<file path="config.mk">
export PLATFORM = sky130hd
export DESIGN_NAME = mem_ram4x64_arb_flat
export DESIGN_NICKNAME = d
export VERILOG_FILES = /design/src/rtl/mem_ram4x64_arb_if.sv /design/src/rtl/mem_ram4x64_arb.sv /design/src/flat_wrapper.sv
export SDC_FILE = /design/constraint.sdc
export NUM_CORES = 1
export LEC_CHECK = 0
export BUFFER_PORTS_ARGS = -buffer_cell sky130_fd_sc_hd__buf_2
export CORE_AREA = 2 2 157 159
export DETAILED_ROUTE_END_ITERATION = 10
export DIE_AREA = 0 0 159 161
export PLACE_DENSITY = 0.42
export SYNTH_ARGS = -nofsm -noshare
export SYNTH_HDL_FRONTEND = slang
export SYNTH_SLANG_ARGS = --single-unit
</file>
<file path="constraint.sdc">
create_clock -name clk -period 2 [get_ports clk]
set_input_delay 0.4 -clock clk [delete_from_list [all_inputs] [get_ports clk]]
set_output_delay 0.4 -clock clk [all_outputs]
set_load 0.01 [all_outputs]
</file>
<file path="src/rtl/mem_ram4x64_arb_if.sv">
// mem_ram4x64_arb_if: client request/response, hold and RAM command bundle for the arbiter
interface mem_ram4x64_arb_if #(
  parameter int DATA_W = 64,
  parameter int ADDR_W = 2
);
  logic hold;
  logic req0_valid, req0_ready, req0_we;
  logic [ADDR_W-1:0] req0_addr;
  logic [DATA_W-1:0] req0_wdata;
  logic rsp0_valid;
  logic [DATA_W-1:0] rsp0_data;
  logic req1_valid, req1_ready, req1_we;
  logic [ADDR_W-1:0] req1_addr;
  logic [DATA_W-1:0] req1_wdata;
  logic rsp1_valid;
  logic [DATA_W-1:0] rsp1_data;
  logic mem_wr_en, mem_rd_en;
  logic [ADDR_W-1:0] mem_wr_addr, mem_rd_addr;
  logic [DATA_W-1:0] mem_wr_data, mem_rd_data;
  logic [2:0] rd_pending;
  modport slave (
    input  hold, req0_valid, req0_we, req0_addr, req0_wdata,
           req1_valid, req1_we, req1_addr, req1_wdata, mem_rd_data,
    output req0_ready, rsp0_valid, rsp0_data, req1_ready, rsp1_valid, rsp1_data,
           mem_wr_en, mem_wr_addr, mem_wr_data, mem_rd_en, mem_rd_addr, rd_pending
  );
  modport master (
    output hold, req0_valid, req0_we, req0_addr, req0_wdata,
           req1_valid, req1_we, req1_addr, req1_wdata, mem_rd_data,
    input  req0_ready, rsp0_valid, rsp0_data, req1_ready, rsp1_valid, rsp1_data,
           mem_wr_en, mem_wr_addr, mem_wr_data, mem_rd_en, mem_rd_addr, rd_pending
  );
endinterface

</file>
<file path="src/rtl/mem_ram4x64_arb.sv">
// mem_ram4x64_arb: two-client arbiter/sequencer for the 4x64 RAM with tagged in-order read return
module mem_ram4x64_arb #(
  parameter int DATA_W = 64,
  parameter int ADDR_W = 2,
  parameter int RD_LAT = 2
) (
  input  logic clk,
  input  logic rst_n,
  mem_ram4x64_arb_if.slave io_bus
);
  logic w_ok, w_conf, w_rdy0, w_rdy1, w_wr0, w_wr1, w_rd0, w_rd1, w_rsp_v, w_rsp_id;
  logic r_last, r_wr_en, r_rd_en, r_rd_id;
  logic [ADDR_W-1:0] r_wr_addr, r_rd_addr;
  logic [DATA_W-1:0] r_wr_data;
  logic [RD_LAT-1:0] r_tag_v, r_tag_id;
  logic [2:0] r_pend;
  always_comb begin
    w_ok = rst_n && !io_bus.hold;
    w_conf = io_bus.req0_valid && io_bus.req1_valid && (io_bus.req0_we == io_bus.req1_we);
    w_rdy0 = w_ok && io_bus.req0_valid && (!w_conf || r_last);
    w_rdy1 = w_ok && io_bus.req1_valid && (!w_conf || !r_last);
    w_wr0 = w_rdy0 && io_bus.req0_we;
    w_wr1 = w_rdy1 && io_bus.req1_we;
    w_rd0 = w_rdy0 && !io_bus.req0_we;
    w_rd1 = w_rdy1 && !io_bus.req1_we;
    w_rsp_v = r_tag_v[RD_LAT-1];
    w_rsp_id = r_tag_id[RD_LAT-1];
  end
  always_ff @(posedge clk) begin
    if (!rst_n) begin
      r_last <= 1'b1;
      r_wr_en <= 1'b0;
      r_rd_en <= 1'b0;
      r_rd_id <= 1'b0;
      r_wr_addr <= '0;
      r_rd_addr <= '0;
      r_wr_data <= '0;
      r_tag_v <= '0;
      r_tag_id <= '0;
      r_pend <= '0;
    end else begin
      if (w_ok && w_conf) r_last <= !r_last;
      r_wr_en <= w_wr0 || w_wr1;
      if (w_wr0 || w_wr1) begin
        r_wr_addr <= w_wr0 ? io_bus.req0_addr : io_bus.req1_addr;
        r_wr_data <= w_wr0 ? io_bus.req0_wdata : io_bus.req1_wdata;
      end
      r_rd_en <= w_rd0 || w_rd1;
      if (w_rd0 || w_rd1) begin
        r_rd_addr <= w_rd0 ? io_bus.req0_addr : io_bus.req1_addr;
        r_rd_id <= w_rd1;
      end
      r_tag_v <= (r_tag_v << 1) | RD_LAT'(r_rd_en);
      r_tag_id <= (r_tag_id << 1) | RD_LAT'(r_rd_en && r_rd_id);
      r_pend <= r_pend + {2'b0, r_rd_en} - {2'b0, w_rsp_v};
    end
  end
  assign io_bus.req0_ready = w_rdy0;
  assign io_bus.req1_ready = w_rdy1;
  assign io_bus.mem_wr_en = r_wr_en;
  assign io_bus.mem_wr_addr = r_wr_addr;
  assign io_bus.mem_wr_data = r_wr_data;
  assign io_bus.mem_rd_en = r_rd_en;
  assign io_bus.mem_rd_addr = r_rd_addr;
  assign io_bus.rsp0_valid = w_rsp_v && !w_rsp_id;
  assign io_bus.rsp1_valid = w_rsp_v && w_rsp_id;
  assign io_bus.rsp0_data = io_bus.mem_rd_data;
  assign io_bus.rsp1_data = io_bus.mem_rd_data;
  assign io_bus.rd_pending = r_pend;
endmodule

</file>
<file path="src/flat_wrapper.sv">
// flat-port wrapper written by rule: the top's interface ports become plain ports
module mem_ram4x64_arb_flat 
#(
  parameter int DATA_W = 64,
  parameter int ADDR_W = 2,
  parameter int RD_LAT = 2
)
  (clk, rst_n, io_bus_hold, io_bus_req0_valid, io_bus_req0_we, io_bus_req0_addr, io_bus_req0_wdata, io_bus_req1_valid, io_bus_req1_we, io_bus_req1_addr, io_bus_req1_wdata, io_bus_mem_rd_data, io_bus_req0_ready, io_bus_rsp0_valid, io_bus_rsp0_data, io_bus_req1_ready, io_bus_rsp1_valid, io_bus_rsp1_data, io_bus_mem_wr_en, io_bus_mem_wr_addr, io_bus_mem_wr_data, io_bus_mem_rd_en, io_bus_mem_rd_addr, io_bus_rd_pending);
  mem_ram4x64_arb_if #(.DATA_W(DATA_W), .ADDR_W(ADDR_W)) io_bus_i ();
  input  logic clk;
  input  logic rst_n;
  input wire logic [$bits(io_bus_i.hold)-1:0] io_bus_hold;
  input wire logic [$bits(io_bus_i.req0_valid)-1:0] io_bus_req0_valid;
  input wire logic [$bits(io_bus_i.req0_we)-1:0] io_bus_req0_we;
  input wire logic [$bits(io_bus_i.req0_addr)-1:0] io_bus_req0_addr;
  input wire logic [$bits(io_bus_i.req0_wdata)-1:0] io_bus_req0_wdata;
  input wire logic [$bits(io_bus_i.req1_valid)-1:0] io_bus_req1_valid;
  input wire logic [$bits(io_bus_i.req1_we)-1:0] io_bus_req1_we;
  input wire logic [$bits(io_bus_i.req1_addr)-1:0] io_bus_req1_addr;
  input wire logic [$bits(io_bus_i.req1_wdata)-1:0] io_bus_req1_wdata;
  input wire logic [$bits(io_bus_i.mem_rd_data)-1:0] io_bus_mem_rd_data;
  output wire logic [$bits(io_bus_i.req0_ready)-1:0] io_bus_req0_ready;
  output wire logic [$bits(io_bus_i.rsp0_valid)-1:0] io_bus_rsp0_valid;
  output wire logic [$bits(io_bus_i.rsp0_data)-1:0] io_bus_rsp0_data;
  output wire logic [$bits(io_bus_i.req1_ready)-1:0] io_bus_req1_ready;
  output wire logic [$bits(io_bus_i.rsp1_valid)-1:0] io_bus_rsp1_valid;
  output wire logic [$bits(io_bus_i.rsp1_data)-1:0] io_bus_rsp1_data;
  output wire logic [$bits(io_bus_i.mem_wr_en)-1:0] io_bus_mem_wr_en;
  output wire logic [$bits(io_bus_i.mem_wr_addr)-1:0] io_bus_mem_wr_addr;
  output wire logic [$bits(io_bus_i.mem_wr_data)-1:0] io_bus_mem_wr_data;
  output wire logic [$bits(io_bus_i.mem_rd_en)-1:0] io_bus_mem_rd_en;
  output wire logic [$bits(io_bus_i.mem_rd_addr)-1:0] io_bus_mem_rd_addr;
  output wire logic [$bits(io_bus_i.rd_pending)-1:0] io_bus_rd_pending;
  assign io_bus_i.hold = io_bus_hold;
  assign io_bus_i.req0_valid = io_bus_req0_valid;
  assign io_bus_i.req0_we = io_bus_req0_we;
  assign io_bus_i.req0_addr = io_bus_req0_addr;
  assign io_bus_i.req0_wdata = io_bus_req0_wdata;
  assign io_bus_i.req1_valid = io_bus_req1_valid;
  assign io_bus_i.req1_we = io_bus_req1_we;
  assign io_bus_i.req1_addr = io_bus_req1_addr;
  assign io_bus_i.req1_wdata = io_bus_req1_wdata;
  assign io_bus_i.mem_rd_data = io_bus_mem_rd_data;
  assign io_bus_req0_ready = io_bus_i.req0_ready;
  assign io_bus_rsp0_valid = io_bus_i.rsp0_valid;
  assign io_bus_rsp0_data = io_bus_i.rsp0_data;
  assign io_bus_req1_ready = io_bus_i.req1_ready;
  assign io_bus_rsp1_valid = io_bus_i.rsp1_valid;
  assign io_bus_rsp1_data = io_bus_i.rsp1_data;
  assign io_bus_mem_wr_en = io_bus_i.mem_wr_en;
  assign io_bus_mem_wr_addr = io_bus_i.mem_wr_addr;
  assign io_bus_mem_wr_data = io_bus_i.mem_wr_data;
  assign io_bus_mem_rd_en = io_bus_i.mem_rd_en;
  assign io_bus_mem_rd_addr = io_bus_i.mem_rd_addr;
  assign io_bus_rd_pending = io_bus_i.rd_pending;
  mem_ram4x64_arb #(.DATA_W(DATA_W), .ADDR_W(ADDR_W), .RD_LAT(RD_LAT)) u_core (.clk(clk), .rst_n(rst_n), .io_bus(io_bus_i));
endmodule
</file>
After elaboration in Yosys (flattened, before gate mapping)
Index checks and enable logic that the tools add are counted.
{"block": "totals", "ff_bits": 79, "elab_cells": 43}
{"block": "op_classes", "muxes": 3, "n_reduce_logical": 25, "n_eq_ne": 1, "n_bitwise": 2, "add_sub_neg": 2}
{"op": "2-to-1 mux 64 bit", "count": 1}
{"op": "logical AND 1 bit", "count": 15}
{"op": "logical NOT 1 bit", "count": 6}
{"op": "logical OR 1 bit", "count": 4}
{"op": "2-to-1 mux 2 bit", "count": 2}
{"op": "OR 2 x 1 -> 2 bit", "count": 2}
{"op": "adder 3 x 1 -> 3 bit", "count": 1}
{"op": "subtractor 3 x 1 -> 3 bit", "count": 1}
{"op": "equality test 1 bit", "count": 1}

Logic depth before layout (Yosys ltp)
{"block": "depth", "ltp_word": 7, "depth_mapped": 8, "depth_no_buf": 8}

Least setup slack after synthesis
No wires, ideal clock.
{"block": "synth_timing", "path_kind": "register to register", "startpoint": "register u_core.r_rd_en (netlist: u_core.io_bus.mem_rd_en)", "endpoint": "register u_core.r_pend[2] (netlist: u_core.io_bus.rd_pending[2])", "setup_time_ns": 0.115, "setup_slack_ns": 0.343, "t_arrival_ns": 1.542, "path_stages_with_launch": 9, "required_ns": 1.885, "cell_sequence": "dfxtp_1 inv_1 ha_1 inv_1 ha_1 inv_1 fa_1 xnor2_1 and2_1"}
{"block": "synth_between", "elab_chain_cells": 2}
{"item": "from (decl)", "line_no": "mem_ram4x64_arb.sv:12", "source": "logic r_last, r_wr_en, r_rd_en, r_rd_id;"}
{"item": "from (signal assigned)", "line_no": "mem_ram4x64_arb.sv:48", "source": "r_rd_en <= w_rd0 || w_rd1;"}
{"item": "adder 3 x 1 -> 3 bit", "line_no": "mem_ram4x64_arb.sv:55", "source": "r_pend <= r_pend + {2'b0, r_rd_en} - {2'b0, w_rsp_v};"}
{"item": "subtractor 3 x 1 -> 3 bit", "line_no": "mem_ram4x64_arb.sv:55"}
{"item": "to (signal assigned)", "line_no": "mem_ram4x64_arb.sv:55"}
{"item": "to (decl)", "line_no": "mem_ram4x64_arb.sv:16", "source": "logic [2:0] r_pend;"}
Every way passes these cells.
A chain may end at the register's enable or synchronous reset.

Worst setup path in the final report
Same ends and word-level chain as after synthesis.

==> impl_metrics.tcl <==
set metrics [dict create \
    fill_cells 2748 \
    grt.total_usage 0.111 \
    place_congestion 0.726 \
    die-width_um 159 \
    clk_transition_reported_paths_ns 0.07 \
    yosysWarningCount 0 \
    worst_setup_path_start_kind "flip-flop" \
    clkLatencyLatePin_ns 0.35 \
    clock_tree.root_cell "sky130_fd_sc_hd__clkbuf_16" \
    die_boundary_height_um 161 \
    grt_util_met2 0.187 \
    worst_pin_slew_ns 0.843 \
    seq_area_frac_synth 0.368 \
    synth.lib_cells_used.distinct 31 \
    cts_sinks 79 \
    synth.avg_cell_area_um2 7.74 \
    post_cts_buffers 0 \
    grt_antenna_before_repair 0 \
    finalCritPeriodShare 0.862 \
    cp-end-kind "flip-flop" \
    numPortBuffers 215 \
    drt-pass1-iter-count 4 \
    globalRoute.busiestLayer "met2" \
    ctsHoldBuffers 0 \
    grtUsageMet3 0.0470 \
    fp.dieArea_um2 25600 \
    drt_drc_violations_left 0 \
    cts_inserted_buffers 9 \
    hpwlAfterDp_mm 10.5 \
    placement_rows 57 \
    postRouteWirelength_mm 14.4 \
    slowest_stage "sky130_fd_sc_hd__dfxtp_1" \
    min_period_ns 1.72 \
    share_of_final_layout_standard_cells_stronger_than_drive_strength_1 0.392 \
    vias 3845 \
    ir_drop_uv 243 \
    starting_density_of_the_core 0.179 \
    power.static_leakage_nw 2.26 \
    yosysTopAreaCell "sky130_fd_sc_hd__dfxtp_1" \
    gr-total-overflow 0 \
    critPathRequiredTime_ns 2.24 \
    routed_via_density 4.02 \
    ant_nets 0 \
    htreeDepth 3 \
    rsz0062_at_grt "no" \
    final_nets 835 \
    synth.top_cells.by_area "sky130_fd_sc_hd__dfxtp_1, sky130_fd_sc_hd__buf_4, sky130_fd_sc_hd__nand2_1, sky130_fd_sc_hd__a31oi_1, sky130_fd_sc_hd__o21ai_0" \
    netlist.area_leader.share 0.368 \
    critPathArrivalTime_ns 1.97 \
    timing_worst_setup_path_type "flip-flop to flip-flop" \
    fin_setup_tns_ns 0 \
    max-slew-margin-rel 0.429 \
    grt_first_pass_wirelength_mm 21.8 \
    use_met1 0.121 \
    synth_cells 555 \
    most_frequent_cells_in_the_layout "sky130_fd_sc_hd__buf_2, sky130_fd_sc_hd__nand2_1, sky130_fd_sc_hd__dfxtp_1, sky130_fd_sc_hd__a31oi_1, sky130_fd_sc_hd__o21ai_0" \
    ys_seq_elements 79 \
    maxCapViolations 0 \
    core_area_um2 24000 \
    antennaDiodeCount 0 \
    initialDrtViolationCount 154 \
    first_global_vias 3814 \
    postcts_resize_cnt 0 \
    largest_net_degree_at_the_start_of_global_routing 69 \
    area_growth_pct 20.2 \
    hold_viol_final 0 \
    path_cells "inv_1 -> ha_1 -> inv_1 -> ha_1 -> inv_1 -> fa_1 -> xnor2_1 -> and2_1" \
    p_total_mw 4.13 \
    layout_commonest_cell "sky130_fd_sc_hd__buf_2" \
    crit_top_cell "sky130_fd_sc_hd__inv_1" \
    synthesis.area_um2 4290 \
    io_pins 408 \
    achievable-frequency_ghz 0.580 \
    fin_worst_skew_ns 0.00811 \
    cts_max_path_buffers 2 \
    post_drt_wl_per_cell_um 15.1 \
    syn_nets 761 \
    result_of_the_run "finished clean" \
    powerDensity_nw_per_um2 801 \
    crit_path_max_incr_delay_ns 0.41 \
    setup_viol 0 \
    cts_tree "done" \
    timing.final.max_slew_violations 0 \
    min_path_type "input pin to flip-flop" \
    crit_fanout 4 \
]
## path summary, 6_finish.rpt
| kind | startpoint | to | slack [ns] | depth (start not counted) |
|---|---|---|---|---|
| worst max-delay path | u_core.io_bus.mem_rd_en | u_core.io_bus.rd_pending[2] | 0.28 | 8 |
| worst min-delay path | io_bus_req1_wdata[41] | u_core.io_bus.mem_wr_data[41] | 0.30 | 3 |
| worst max register to register | u_core.io_bus.mem_rd_en | u_core.io_bus.rd_pending[2] | 0.28 | 8 |
| worst min register to register | u_core.r_tag_v[0] | u_core.r_tag_v[1] | 0.43 | 1 |
## stage by stage
| stage | hold WS (ns) | cell area [um^2] | util | setup slack [ns] | cells |
|---|---|---|---|---|---|
| after floorplan | 0.412 | 4290 | - | 0.343 | 555 |
| after global placement | 0.415 | 4830 | 0.201 | 0.184 | 942 |
| after detailed placement | 0.421 | 4830 | 0.201 | 0.190 | 942 |
| after CTS | 0.282 | 5160 | 0.215 | 0.225 | 956 |
| after global routing | 0.299 | 5160 | 0.215 | 0.119 | 956 |
| final | 0.303 | 5160 | 0.215 | 0.277 | 956 |
## final cells by class
type | instances | area (um^2) | share of cell area
repair buffers | 228 | 1260 | 0.244
inverters | 6 | 22.5 | 0.00436
flip-flops and latches | 79 | 1580 | 0.306
clock buffers | 10 | 239 | 0.0463
well taps | 324 | 405 | 0.0786
clock inverters | 4 | 95.1 | 0.0184
multi-input cells | 305 | 1560 | 0.301
## synthesized netlist by cell type, drive strengths merged
master and number:
a21oi 2, a311oi 1, a31oi 67, a41oi 1, and2 6, and3 1
and3b 1, buf 146, clkbuf 19, dfxtp 79, fa 1, ha 2
inv 6, mux2i 1, nand2 138, nand3 1, nand3b 2, nor2 2
nor2b 3, o211ai 1, o21a 1, o21ai 67, o311ai 1, or2 1
or3b 1, xnor2 3, xor2 1
## critical path, delay by kind of cell, from the launching register on
family	cells	cell delay [ns]
xor+xnor	1	0.13
flops	1	0.41
buf+inv	3	0.15
fa+ha+maj	3	0.78
simple gates	1	0.15
## power breakdown
group,total (mW),internal [mW],switching [mW]
clock,1.94,1.24,0.702
combinational,0.502,0.241,0.260
sequential,1.69,1.65,0.0389
## state kept, by name, indices dropped and copies added (netlist names)
name,count
u_core.r_rd_id,1
u_core.r_tag_v,2
u_core.io_bus.rd_pending,3
u_core.io_bus.mem_rd_en,1
u_core.io_bus.mem_wr_data,64
u_core.io_bus.mem_rd_addr,2
u_core.io_bus.mem_wr_en,1
u_core.r_tag_id,2
u_core.r_last,1
u_core.io_bus.mem_wr_addr,2
## metal layers
layer | vias to the layer above | part of all wire
met5 | - | 0
met4 | 0 | 0.031
met3 | 42 | 0.098
met2 | 228 | 0.47
met1 | 1694 | 0.40
li1 | 1881 | -
## cells by family (layout without fill, tap and decap cells)
kind of cell | Yosys count | in the layout | synth area share
buffers and inverters | 171 | 248 | 0.273
and+or+nand+nor | 156 | 156 | 0.147
AOI/OAI and AO/OA | 141 | 141 | 0.190
DFF | 79 | 79 | 0.368
xor gates and xnor gates | 4 | 4 | 0.00816
adders and majority gates | 3 | 3 | 0.0105
muxes | 1 | 1 | 0.00233
Note: power is estimated with default switching activity, not from simulation.
